File: src/rtl/mux_nch_reg.sv
// -----------------------------------------------------------------------------
// mux_nch_reg
//
// N-channel, W-bit registered multiplexer with a valid/ready output port.
// It has three operating modes:
//   00 manual : the channel index comes from sel_i.
//   01 scan   : the index steps round-robin 0..N-1.
//               Each index is presented for DWELL accepted cycles.
//   10 hold   : output and scan position are frozen (11 behaves the same).
//
// Ports
//   clk          single clock, rising edge
//   rst          asynchronous, active-high reset
//   in_data_i    N*W packed channels, channel c at [c*W +: W]
//   sel_i        channel index used in manual mode
//   mode_i       operating mode (see above)
//   out_ready_i  sink accepts out_data_o this cycle
//   out_data_o   registered data of the selected channel
//   out_ch_o     logical index (not the physical channel) behind out_data_o
//   out_valid_o  out_data_o / out_ch_o are valid (set once out of reset)
//   scan_wrap_o  one-cycle pulse on the edge where the scan index returns to 0
//   sel_err_o    one-cycle pulse when an accepted manual sel_i is >= N
//
// Index k maps to physical channel N-1-k when REVERSE=1, else to channel k.
// -----------------------------------------------------------------------------
module mux_nch_reg #(
    parameter int N       = 4,
    parameter int W       = 1,
    parameter int DWELL   = 1,
    parameter int REVERSE = 1,
    localparam int SW     = $clog2(N)
) (
    input  logic              clk,
    input  logic              rst,
    input  logic [N*W-1:0]    in_data_i,
    input  logic [SW-1:0]     sel_i,
    input  logic [1:0]        mode_i,
    input  logic              out_ready_i,
    output logic [W-1:0]      out_data_o,
    output logic [SW-1:0]     out_ch_o,
    output logic              out_valid_o,
    output logic              scan_wrap_o,
    output logic              sel_err_o
);

    typedef enum logic [1:0] {
        MODE_MANUAL = 2'b00,
        MODE_SCAN   = 2'b01,
        MODE_HOLD   = 2'b10,
        MODE_RSVD   = 2'b11
    } mode_e;

    // The channel table is padded to a power of two.
    // Any SW-bit index therefore lands on a defined entry.
    localparam int NP2 = 1 << SW;
    // The dwell counter is at least one bit wide, even for DWELL=1.
    localparam int DW  = (DWELL > 1) ? $clog2(DWELL) : 1;

    localparam logic [SW-1:0] LAST_IDX   = SW'(N - 1);
    localparam logic [DW-1:0] LAST_DWELL = DW'(DWELL - 1);

    // -------------------------------------------------------------------------
    // Channel unpacking
    // -------------------------------------------------------------------------
    logic [W-1:0] chan [NP2];

    generate
        for (genvar gi = 0; gi < NP2; gi++) begin : g_chan
            if (gi < N) begin : g_real
                assign chan[gi] = in_data_i[gi*W +: W];
            end else begin : g_pad
                assign chan[gi] = '0;
            end
        end
    endgenerate

    // sel_i can only exceed the channel count when N is not a power of two.
    logic sel_in_range;

    generate
        if (NP2 == N) begin : g_sel_full
            assign sel_in_range = 1'b1;
        end else begin : g_sel_part
            assign sel_in_range = (sel_i < SW'(N));
        end
    endgenerate

    function automatic logic [SW-1:0] phys_of(input logic [SW-1:0] k);
        if (REVERSE != 0) begin
            return LAST_IDX - k;
        end
        return k;
    endfunction

    // -------------------------------------------------------------------------
    // State
    // -------------------------------------------------------------------------
    // The presented index always equals out_ch_o.
    // A single register therefore serves as both idx and out_ch.
    logic [SW-1:0] idx_q,        idx_d;
    logic [DW-1:0] dwell_q,      dwell_d;
    logic [W-1:0]  data_q,       data_d;
    logic          valid_q;
    logic          wrap_q,       wrap_d;
    logic          err_q,        err_d;
    mode_e         prev_mode_q;
    logic          pend_q,       pend_d;

    mode_e cur_mode;
    logic  adv;
    logic  scan_entry;
    logic  load;

    assign cur_mode = mode_e'(mode_i);
    assign adv      = !valid_q || out_ready_i;

    // A scan restart is owed in two cases:
    //   - the mode just switched to scan, or
    //   - an earlier entry into scan fell on a stalled cycle (pend_q).
    // prev_mode_q keeps updating during a stall.
    // pend_q is what carries the owed restart across that stall.
    assign scan_entry = (cur_mode == MODE_SCAN) &&
                        ((prev_mode_q != MODE_SCAN) || pend_q);

    always_comb begin
        idx_d   = idx_q;
        dwell_d = dwell_q;
        wrap_d  = 1'b0;
        err_d   = 1'b0;
        pend_d  = pend_q;
        load    = 1'b0;

        case (cur_mode)
            MODE_MANUAL: begin
                pend_d = 1'b0;
                if (adv) begin
                    dwell_d = '0;
                    if (sel_in_range) begin
                        idx_d = sel_i;
                        load  = 1'b1;
                    end else begin
                        err_d = 1'b1;
                    end
                end
            end

            MODE_SCAN: begin
                if (adv) begin
                    load   = 1'b1;
                    pend_d = 1'b0;
                    if (scan_entry) begin
                        idx_d   = '0;
                        dwell_d = '0;
                    end else if (dwell_q == LAST_DWELL) begin
                        dwell_d = '0;
                        if (idx_q == LAST_IDX) begin
                            idx_d  = '0;
                            wrap_d = 1'b1;
                        end else begin
                            idx_d = idx_q + 1'b1;
                        end
                    end else begin
                        dwell_d = dwell_q + 1'b1;
                    end
                end else if (scan_entry) begin
                    pend_d = 1'b1;
                end
            end

            default: begin
                // Hold and reserved: everything frozen.
                pend_d = 1'b0;
            end
        endcase

        // The output carries the index presented after this edge.
        // Channel data is re-sampled on every accepted cycle.
        // This lets live input changes show through during a dwell.
        data_d = load ? chan[phys_of(idx_d)] : data_q;
    end

    always_ff @(posedge clk or posedge rst) begin
        if (rst) begin
            idx_q       <= '0;
            dwell_q     <= '0;
            data_q      <= '0;
            valid_q     <= 1'b0;
            wrap_q      <= 1'b0;
            err_q       <= 1'b0;
            prev_mode_q <= MODE_HOLD;
            pend_q      <= 1'b0;
        end else begin
            idx_q       <= idx_d;
            dwell_q     <= dwell_d;
            data_q      <= data_d;
            valid_q     <= 1'b1;
            wrap_q      <= wrap_d;
            err_q       <= err_d;
            prev_mode_q <= cur_mode;
            pend_q      <= pend_d;
        end
    end

    assign out_data_o  = data_q;
    assign out_ch_o    = idx_q;
    assign out_valid_o = valid_q;
    assign scan_wrap_o = wrap_q;
    assign sel_err_o   = err_q;

endmodule

File: config.mk
export PLATFORM = sky130hd
export DESIGN_NAME = mux_nch_reg
export DESIGN_NICKNAME = d
export VERILOG_FILES = /design/src/rtl/mux_nch_reg.sv
export SDC_FILE = /design/constraint.sdc
export NUM_CORES = 1
export LEC_CHECK = 0
export ABC_AREA = 1
export BUFFER_PORTS_ARGS = -buffer_cell sky130_fd_sc_hd__buf_4
export CORE_AREA = 2 2 39 41
export DETAILED_ROUTE_END_ITERATION = 7
export DIE_AREA = 0 0 41 43
export HOLD_SLACK_MARGIN = 0.05
export MAX_ROUTING_LAYER = met4
export PLACE_DENSITY_LB_ADDON = 0.3
export SLEW_MARGIN = 20
export SYNTH_ARGS = -nofsm -noshare
export SYNTH_HDL_FRONTEND = slang
export SYNTH_SLANG_ARGS = --single-unit
File: constraint.sdc
create_clock -name clk -period 2.27 [get_ports clk]
set_input_delay 0.227 -clock clk [delete_from_list [all_inputs] [get_ports clk]]
set_output_delay 0.227 -clock clk [all_outputs]
set_load 0.01 [all_outputs]
==> flow_summary_export.csv, run 1 <==
group,metric,value,unit
yosys,syn_nets,75,
sta,finalHoldViolCount,0,
yosys,synth_top_area_share,0.374,
critical_path,crit_path_max_fanout,5,
global_routing,grt_max_degree,9,
final_layout,nets,95,
yosys,synth_top_family_by_area,"simple AND/OR/NAND/NOR gates",
run,cap_viol_max_count,0,
critical_path,cp-end-kind,"register",
power,p_per_area,607,mW/mm^2
clock_network,cts.sinks,8,
clock_network,clkTransAtPathRegs,60,ps
floorplan,die_area,0.00176,sq mm
yosys,syn_inst,63,
critical_path,worstSetupPathType,"register to register",
yosys,ys_top_cells_by_area,"dfrtp_1 37%, nand2_1 11%, nand3_1 8.6%",
sta,fin_worst_skew,13.4,ps
critical_path,r2r_slack,780,ps
critical_path,crit_arrival,1630,ps
final_layout,syn_to_final_growth,34.5,%
outcome,status,"finished, final reports clean",
detailed_routing,wire_per_inst,9.26,um
final_layout,antennaDiodeCount,0,
clock_network,post_cts_buffers,0,
critical_path,reg2reg_from,"out_ch_o[0]$_DFF_PP0_",
place,portBuffers,15,
floorplan,row_count,14,
power,p_seq_frac,0.433,
detailed_routing,vias_per_cell,4.40,
yosys,yosysTopAreaCell,"dfrtp_1",
yosys,synthSimpleGateAreaFrac,0.350,
global_routing,grtUsageTotal,0.145,
power,p_int,0.268,mW
yosys,synth_compound_area_frac,0.0722,
sta,rsz0062_at_grt,"no",
yosys,ys_ff_latch,8,
clock_network,cts_tree,"yes",
place,dpl.hpwl,719,um
critical_path,required,2410,ps
yosys,yosysUniqueCellTypes,18,
floorplan,chipHeight,43,um
sta,setup_tns,0,ps
yosys,syn_area,468,sq um
power,p_sw,0.114,mW
clock_network,clock_path_buffers,2,
place,place_congestion,0.813,
final_layout,finish.utilization,0.455,
clock_network,cts_resized,0,
sta,min_period,1490,ps
detailed_routing,drtPass1Iterations,2,
place,dp_cells,93,
clock_network,cts_htree_levels,1,
place,dp_slack,843,ps
sta,final_max_slew_viol_count,0,
critical_path,critPathLaunchType,"register",
yosys,syn_avg_cell_area,7.43,sq um
power,clkPwrFrac,0.320,
yosys,synthMuxAreaShare,0,
critical_path,regToRegEndpoint,"out_data_o$_DFFE_PP0P_",
clock_network,cts_root_buffer,"clkbuf_4",
power,switching_share,0.298,
final_layout,fin_area,629,sq um
floorplan,io_pins,17,
final_layout,stdcell_count,98,
hold_path,hold_path.class,"primary input to register",
critical_path,cp-endpoint,"out_data_o$_DFFE_PP0P_",
global_routing,antenna_found_initial,0,
floorplan,core_region_area,0.00138,sq mm
detailed_routing,vias,431,
critical_path,crit_path_start,"out_ch_o[0]$_DFF_PP0_",
yosys,synth_xor_area_frac,0,
place,dpl_cell_area,593,sq um
yosys,ys.warnings.count,0,
sta,setup_viol,0,
power,max-vdd-ir-drop,0.291,mV
global_routing,grt_pass1_vias,407,
detailed_routing,initialDrtViolationCount,4,
yosys,synth-seq-area-share,0.430,
detailed_routing,drc,0,
power,pwr-share-comb,0.248,
global_routing,grt_pass1_wl,1.58,mm
yosys,synthAdderAreaFrac,0.0267,
detailed_routing,antenna_left,0,
detailed_routing,drt-total-wl,907,um
floorplan,die_w,41,um
final_layout,drive_gt1_frac,0.329,
final_layout,fill_cells,150,
power,p_leak,0.344,nW
global_routing,overflow,0,
sta,achievable-frequency,671,MHz
sta,fin_crit_sh,0.657,
clock_network,clk_latency,270,ps
clock_network,cts_buffers,3,
floorplan,start_util,0.338,
sta,setup_ws,779,ps
critical_path,reg2regPathDepth,9,
==> final cells by class <==
| type | count | area, sq um | share of cell area |
|---|---|---|---|
| repair buffers | 16 | 123 | 0.195 |
| well taps | 16 | 20.0 | 0.0318 |
| clock buffers | 4 | 26.3 | 0.0417 |
| flip-flops and latches | 8 | 201 | 0.320 |
| multi-input cells | 43 | 218 | 0.346 |
| inverters | 11 | 41.3 | 0.0656 |
==> synthesized netlist by cell type, drive strengths merged <==
cell type,number
a21oi,3
buf,1
clkinv,1
conb,2
dfrtp,7
dfstp,1
ha,1
inv,10
nand2,17
nand3,9
nor2,8
o21ai,3
==> state kept, by name, summed over array words and instances (netlist names) <==
signal,flops
out_ch_o,2
out_data_o,1
out_valid_o,1
pend_q,1
prev_mode_q,2
scan_wrap_o,1
==> cells by family after synthesis <==
group,after synthesis
fa+ha+maj,1
flops,8
other cells,2
buf+inv,12
simple gates,34
compound gates,6
==> what timing repair did <==
| item | 4_1_cts | 5_1_grt |
|---|---|---|
| endpoints found under the hold margin | 7 | 0 |
| setup endpoints to repair | 0 | 0 |
| hold buffers | 1 | 0 |
==> worst max-delay path, stage by stage (launching register included) <==
cell and delay, ps:
dfrtp_1 420, ha_1 230, nor2_1 110, nand2_1 80, o21ai_2 180, nand2_2 90
nand2_1 60, nand3_1 60, nand3_1 80, nand2_1 50
==> worst min-delay path by stage <==
stage                   start                       end  depth (start not counted)
floorplan                 rst     out_ch_o[0]$_DFF_PP0_                          1
global placement          rst  prev_mode_q[0]$_DFF_PP0_                          2
detailed placement        rst  prev_mode_q[0]$_DFF_PP0_                          2
CTS                 mode_i[0]  prev_mode_q[0]$_DFF_PP0_                          1
global route        mode_i[0]  prev_mode_q[0]$_DFF_PP0_                          1
finish              mode_i[0]  prev_mode_q[0]$_DFF_PP0_                          1
==> per-stage QoR <==
step	total power [mW]	hold slack (ps)
2_1_floorplan	0.223	41.9
3_3_place_gp	0.261	200
3_5_place_dp	0.262	203
4_1_cts	0.388	94.4
5_1_grt	0.406	97.2
6_report	0.382	98.4
==> cell usage in the layout (no fill, tap or decap) <==
master | synthesis | routed
nand3_4 | 1 | 1
o21ai_2 | 1 | 1
ha_1 | 1 | 1
nor2_1 | 6 | 6
inv_2 | 1 | 1
nand2_1 | 14 | 14
clkbuf_1 | 0 | 1
clkinv_1 | 1 | 1
nor2_2 | 2 | 2
clkbuf_4 | 0 | 3
buf_4 | 1 | 15
dlygate4sd3_1 | 0 | 1
nand2_2 | 3 | 3
o21ai_0 | 1 | 1
inv_1 | 9 | 9
o21ai_1 | 1 | 1
nand3_1 | 8 | 8
dfrtp_1 | 7 | 7
conb_1 | 2 | 2
a21oi_1 | 3 | 3
dfstp_2 | 1 | 1
==> routing by layer <==
layer  vias to the layer above  global-route usage  wire (um)
met1                       185               0.158        380
met3                         5              0.0314         44
met4                         0               0.120         39
li1                        227                   -          -
met5                         -                   -          0
met2                        14               0.213        443
==> power by group through the flow <==
stage	Clock, mW	Sequential [mW]	Combinational, mW
after global placement	0	0.167	0.0935
after CTS	0.127	0.165	0.0964
after detailed placement	0	0.167	0.0941
after global routing	0.130	0.167	0.109
final	0.122	0.165	0.0946
after floorplan	0	0.171	0.0515
Power figures use the tool's default switching activity.
==> inputs of run 2 (changes only) <==
- clock period: 2.27 -> 1.25 ns (I/O delays scaled with it)
==> run 2 against run 1 <==
The flow now finishes with violations (setup timing). Routed wire length grew 18%. Fmax grew 7.0%. Sequential share of layout area shrank 4.7 points. Via count grew 14%. Flip-flop and latch count is the same. Register-to-register slack lost 920 ps. Global-route usage grew 0.089 points. Die area is the same. Final area grew 19%. Critical path type unchanged. Largest cell class unchanged. Largest power group unchanged.
==> flow_summary_export.csv, run 2 (synthesis gave the netlist of run 1 again) <==
group,metric,value,unit
detailed_routing,vias,492,
floorplan,die_area,0.00176,sq mm
final_layout,drive_gt1_frac,0.478,
sta,fin_crit_sh,1.11,
detailed_routing,vias_per_cell,4.56,
sta,setup_viol,1,
place,portBuffers,15,
final_layout,final_common_cell,"buf_4",
place,place_congestion,0.782,
clock_network,cts_root_buffer,"clkbuf_4",
critical_path,cp-end-kind,"register",
place,dpl.hpwl,824,um
global_routing,antenna_found_initial,0,
final_layout,syn_to_final_growth,59.6,%
global_routing,grtUsageTotal,0.146,
critical_path,crit_slowest_cell,"dfrtp_2",
sta,rsz0062_at_grt,"yes",
hold_path,worstHoldEndpoint,"out_data_o$_DFFE_PP0P_",
sta,min_period,1390,ps
clock_network,cts_tree,"yes",
critical_path,crit_arrival,1530,ps
hold_path,hold_depth,3,
clock_network,clk_latency,260,ps
power,max-vdd-ir-drop,0.568,mV
sta,achievable-frequency,718,MHz
critical_path,r2r_slack,-140,ps
global_routing,grt_pass1_wl,1.68,mm
power,p_seq_frac,0.397,
detailed_routing,drt-total-wl,1.07,mm
critical_path,crit_path_max_fanout,3,
place,dpl_cell_area,646,sq um
final_layout,final_cell_mix,"22 x buf_4, 14 x nand2_1, 8 x inv_1",
power,switching_share,0.298,
global_routing,grt_max_degree,9,
critical_path,reg2reg_from,"out_ch_o[0]$_DFF_PP0_",
sta,fin_worst_skew,7.67,ps
detailed_routing,drc,0,
critical_path,worstSetupPathType,"register to register",
power,p_leak,0.392,nW
sta,setup_ws,-143,ps
power,p_sw,0.227,mW
floorplan,io_pins,17,
clock_network,clock_path_buffers,2,
outcome,status,"complete, but fails checks",
global_routing,grt_pass1_vias,446,
floorplan,core_region_area,0.00138,sq mm
power,p_per_area,1020,mW/mm^2
power,pwr-share-comb,0.318,
outcome,violations,"setup timing",
critical_path,worstPathCellList,"ha_4 > nor2_2 > nand2_1 > o21ai_2 > nand2_2 > nand2_1 > nand3_1 > nand3_1 > nand2_1",
global_routing,overflow,0,
detailed_routing,initialDrtViolationCount,5,
final_layout,nets,105,
sta,finalHoldViolCount,0,
critical_path,critPathLaunchType,"register",
sta,final_max_slew_viol_count,0,
clock_network,cts.sinks,8,
floorplan,die_w,41,um
critical_path,slowest_delay,440,ps
power,clkPwrFrac,0.285,
final_layout,finish.utilization,0.540,
hold_path,hold_path.class,"primary input to register",
detailed_routing,wire_per_inst,9.94,um
final_layout,fin_area,747,sq um
power,p_int,0.535,mW
critical_path,reg2regPathDepth,9,
run,cap_viol_max_count,0,
floorplan,chipHeight,43,um
clock_network,cts_buffers,3,
critical_path,critPathMostFrequentCell,"nand2_1",
floorplan,row_count,14,
floorplan,start_util,0.338,
hold_path,hp-start,"mode_i[1]",
final_layout,antennaDiodeCount,0,
detailed_routing,drtPass1Iterations,4,
clock_network,cts_htree_levels,1,
critical_path,required,1390,ps
clock_network,clkTransAtPathRegs,60,ps
critical_path,regToRegEndpoint,"out_data_o$_DFFE_PP0P_",
detailed_routing,antenna_left,0,
## run 2: cell count changes in the layout (fill, tap and decap cells not counted), sizes merged
cell,change
buf,+8
dlygate4sd3,+2
## run 2: power by group through the flow
stage               Sequential, mW  Clock (mW)  Combinational [mW]
floorplan                    0.317           0              0.0964
finish                       0.302       0.217               0.243
global route                 0.305       0.239               0.274
CTS                          0.302       0.222               0.233
global placement             0.305           0               0.203
detailed placement           0.306           0               0.208
## run 2: worst max-delay path by stage
stage                                from                endpoint  cells past startpoint
floorplan           out_ch_o[0]$_DFF_PP0_  out_data_o$_DFFE_PP0P_                      9
global placement    out_ch_o[0]$_DFF_PP0_  out_data_o$_DFFE_PP0P_                      9
detailed placement  out_ch_o[0]$_DFF_PP0_  out_data_o$_DFFE_PP0P_                      9
CTS                 out_ch_o[0]$_DFF_PP0_  out_data_o$_DFFE_PP0P_                      9
global route        out_ch_o[0]$_DFF_PP0_  out_data_o$_DFFE_PP0P_                      9
finish              out_ch_o[0]$_DFF_PP0_  out_data_o$_DFFE_PP0P_                      9
## run 2: metal layers
| metal | up-vias | share of wire | GRT usage |
|---|---|---|---|
| met5 | - | 0 | - |
| li1 | 250 | - | - |
| met2 | 15 | 0.51 | 0.219 |
| met3 | 2 | 0.060 | 0.0314 |
| met4 | 0 | 0.0056 | 0.0600 |
| met1 | 225 | 0.42 | 0.184 |
## run 2: worst max-delay path: cells and delay by family (launching register included)
family / cells / cell delay [ps]
and+or+nand+nor: 7 / 510
DFF: 1 / 440
adders and majority gates: 1 / 170
AOI/OAI and AO/OA: 1 / 150
## run 2: what timing repair did
item	in CTS	in global routing
hold endpoints to repair	9	0
hold buffers	3	0
setup buffers	3	1
setup endpoints to repair	2	2
pin swaps	5	4
gates resized for setup	2	5
## run 2: area by class of cell
class                           count  area, sq um
Clock buffer                        4         26.3
Fill cell                         139          637
Inverter                           11         41.3
Multi-Input combinational cell     43          249
Sequential cell                     8          204
Tap cell                           16         20.0
Timing Repair Buffer               26          206
## run 2: through the flow
stage | setup WS [ps] | hold slack, ps | cells | power [mW] | TNS [ps]
after detailed placement | -170 | 108 | 98 | 0.514 | -176
after CTS | -125 | 185 | 108 | 0.757 | -194
after floorplan | -74.3 | -60.2 | 63 | 0.413 | -74.3
after global placement | -110 | 99.6 | 98 | 0.508 | -110
after global routing | -243 | 197 | 108 | 0.817 | -254
final | -143 | 189 | 108 | 0.762 | -143
==> inputs of run 3 (changes only) <==
--- a/config.mk
+++ b/config.mk
@@ -12,3 +12,3 @@
 export DIE_AREA = 0 0 41 43
-export HOLD_SLACK_MARGIN = 0.05
+export HOLD_SLACK_MARGIN = 0.15
 export MAX_ROUTING_LAYER = met4
@@ -19 +19,2 @@
 export SYNTH_SLANG_ARGS = --single-unit
+export TNS_END_PERCENT = 30
==> constraint.sdc (replaced) <==
create_clock -name clk -period 1.25 [get_ports clk]
set_input_delay 0.0625 -clock clk [delete_from_list [all_inputs] [get_ports clk]]
set_output_delay 0.0625 -clock clk [all_outputs]
set_load 0.01 [all_outputs]
==> run 3 against run 2 <==
Via count down 3.5%. Critical path type unchanged. Critical path depth is the same. Cell count fell by 0.93%. Setup slack improved by 13 ps. Total power down 1.9%. Non-clock buffer count down 1. Largest cell class unchanged. Sequential share of layout area increased by 0.61 points. Global-route usage did not move. The flow still finishes with violations (setup timing).
==> flow_summary_export.csv, run 3 (synthesis gave the netlist of run 1 again) <==
group,metric,value,unit
outcome,violations,"setup timing",
critical_path,crit_path_start,"out_ch_o[0]$_DFF_PP0_",
clock_network,clkTransAtPathRegs,60,ps
detailed_routing,initialDrtViolationCount,4,
clock_network,cts.sinks,8,
clock_network,clock_path_buffers,2,
power,p_sw,0.221,mW
final_layout,register_area,204,sq um
clock_network,cts_tree,"yes",
critical_path,crit_slowest_cell,"dfrtp_2",
global_routing,grt_pass1_wl,1.68,mm
critical_path,crit_arrival,1520,ps
critical_path,regToRegEndpoint,"out_data_o$_DFFE_PP0P_",
critical_path,cpLargestDelayFamily,"simple AND/OR/NAND/NOR gates",
final_layout,multi_input_area,244,sq um
place,portBuffers,15,
final_layout,final_cell_mix,"22 x buf_4, 14 x nand2_1, 9 x inv_1",
sta,achievable-frequency,724,MHz
power,switching_share,0.296,
power,clkPwrFrac,0.289,
place,place_congestion,0.782,
sta,final_max_slew_viol_count,0,
critical_path,reg2regPathDepth,9,
sta,setup_ws,-131,ps
global_routing,grtUsageTotal,0.146,
final_layout,antennaDiodeCount,0,
global_routing,grt_pass1_vias,443,
power,p_seq_frac,0.404,
floorplan,chipHeight,43,um
sta,fin_crit_sh,1.10,
hold_path,hp-start,"mode_i[1]",
sta,rsz0062_at_grt,"yes",
final_layout,fin_area,731,sq um
floorplan,io_pins,17,
place,dpl.hpwl,824,um
global_routing,overflow,0,
detailed_routing,drt-total-wl,1.07,mm
run,cap_viol_max_count,0,
critical_path,critPathMostFrequentCell,"nand2_1",
detailed_routing,vias,475,
floorplan,row_count,14,
final_layout,drive_gt1_frac,0.440,
floorplan,start_util,0.338,
critical_path,critPathBufInv,0,
sta,finalHoldViolCount,0,
global_routing,grt_max_degree,9,
detailed_routing,wire_per_inst,9.95,um
final_layout,finish.utilization,0.528,
power,max-vdd-ir-drop,0.563,mV
critical_path,cp-end-kind,"register",
critical_path,critPathLaunchType,"register",
critical_path,worstPathCellList,"ha_4 > nor2_1 > nand2_1 > o21ai_2 > nand2_2 > nand2_1 > nand3_1 > nand3_1 > nand2_1",
floorplan,die_area,0.00176,sq mm
power,p_leak,0.387,nW
final_layout,syn_to_final_growth,56.1,%
floorplan,core_region_area,0.00138,sq mm
clock_network,cts_root_buffer,"clkbuf_4",
critical_path,cp-endpoint,"out_data_o$_DFFE_PP0P_",
floorplan,die_w,41,um
sta,setup_viol,2,
sta,fin_worst_skew,6.44,ps
critical_path,r2r_slack,-130,ps
detailed_routing,vias_per_cell,4.44,
global_routing,antenna_found_initial,0,
critical_path,slowest_delay,440,ps
outcome,status,"complete, but fails checks",
critical_path,cp.depth,9,
critical_path,worstSetupPathType,"register to register",
detailed_routing,antenna_left,0,
critical_path,crit_path_max_fanout,3,
detailed_routing,drtPass1Iterations,3,
detailed_routing,drc,0,
power,total_power,0.748,mW
clock_network,cts_buffers,3,
hold_path,hold_path.class,"primary input to register",
clock_network,cts_htree_levels,1,
final_layout,final_common_cell,"buf_4",
sta,hold_ws,141,ps
critical_path,reg2reg_from,"out_ch_o[0]$_DFF_PP0_",
final_layout,fill_cells,143,
clock_network,clk_latency,250,ps
power,p_int,0.527,mW
power,p_per_area,1020,mW/mm^2
final_layout,nets,104,
power,pwr-share-comb,0.308,
sta,min_period,1380,ps
critical_path,required,1390,ps
place,dpl_cell_area,646,sq um
[run 3: cell types whose count changed in the layout (fill, tap and decap cells not counted)]
cell	previous run	this run
inv_1	8	9
inv_2	2	1
nor2_1	4	6
nor2_2	4	2
buf_6	1	0
[run 3: worst min-delay path: cells and delay by family]
family / cells / cell delay [ps]
buffers and inverters: 1 / 120
AND/OR/NAND/NOR: 3 / 160
[run 3: metal layers]
layer,up-vias,GRT usage,wire length (um)
li1,245,-,-
met1,217,0.184,477
met2,11,0.219,530
met3,2,0.0314,50
met4,0,0.0600,6
met5,-,-,0
[run 3: area by class of cell]
class	instances	area share
multi-input cells	43	0.334
flip-flops and latches	8	0.279
repair buffers	25	0.267
inverters	11	0.0565
clock buffers	4	0.0360
well taps	16	0.0274
[run 3: worst min-delay path by stage]
stage	endpoint	slack, ps	cells past startpoint
after floorplan	out_data_o$_DFFE_PP0P_	-120	1
after global placement	pend_q$_DFFE_PP0P_	40	2
after detailed placement	pend_q$_DFFE_PP0P_	50	2
after CTS	prev_mode_q[1]$_DFF_PP1_	-40	1
after global routing	out_data_o$_DFFE_PP0P_	160	4
final	out_data_o$_DFFE_PP0P_	140	4
[run 3: power by group through the flow]
stage | clock (mW) | sequential (mW) | combinational (mW)
5_1_grt | 0.239 | 0.305 | 0.259
3_5_place_dp | 0 | 0.306 | 0.208
2_1_floorplan | 0 | 0.317 | 0.0964
4_1_cts | 0.222 | 0.302 | 0.227
3_3_place_gp | 0 | 0.305 | 0.203
6_report | 0.216 | 0.302 | 0.230
[run 3: stage by stage]
stage	worst slack (ps)	std cells	setup TNS [ps]
2_1_floorplan	-74.3	63	-74.3
3_3_place_gp	-110	98	-110
3_5_place_dp	-170	98	-176
4_1_cts	-127	106	-198
5_1_grt	-237	107	-392
6_report	-131	107	-207
[run 3: what timing repair did]
| action | 4_1_cts | 5_1_grt |
|---|---|---|
| hold buffers | 2 | 1 |
| hold endpoints to repair | 11 | 2 |
| setup endpoints to repair | 2 | 2 |
| setup buffers | 2 | 0 |
| resized for setup | 2 | 1 |
| pin swaps | 5 | 4 |
| gates cloned | 0 | 0 |
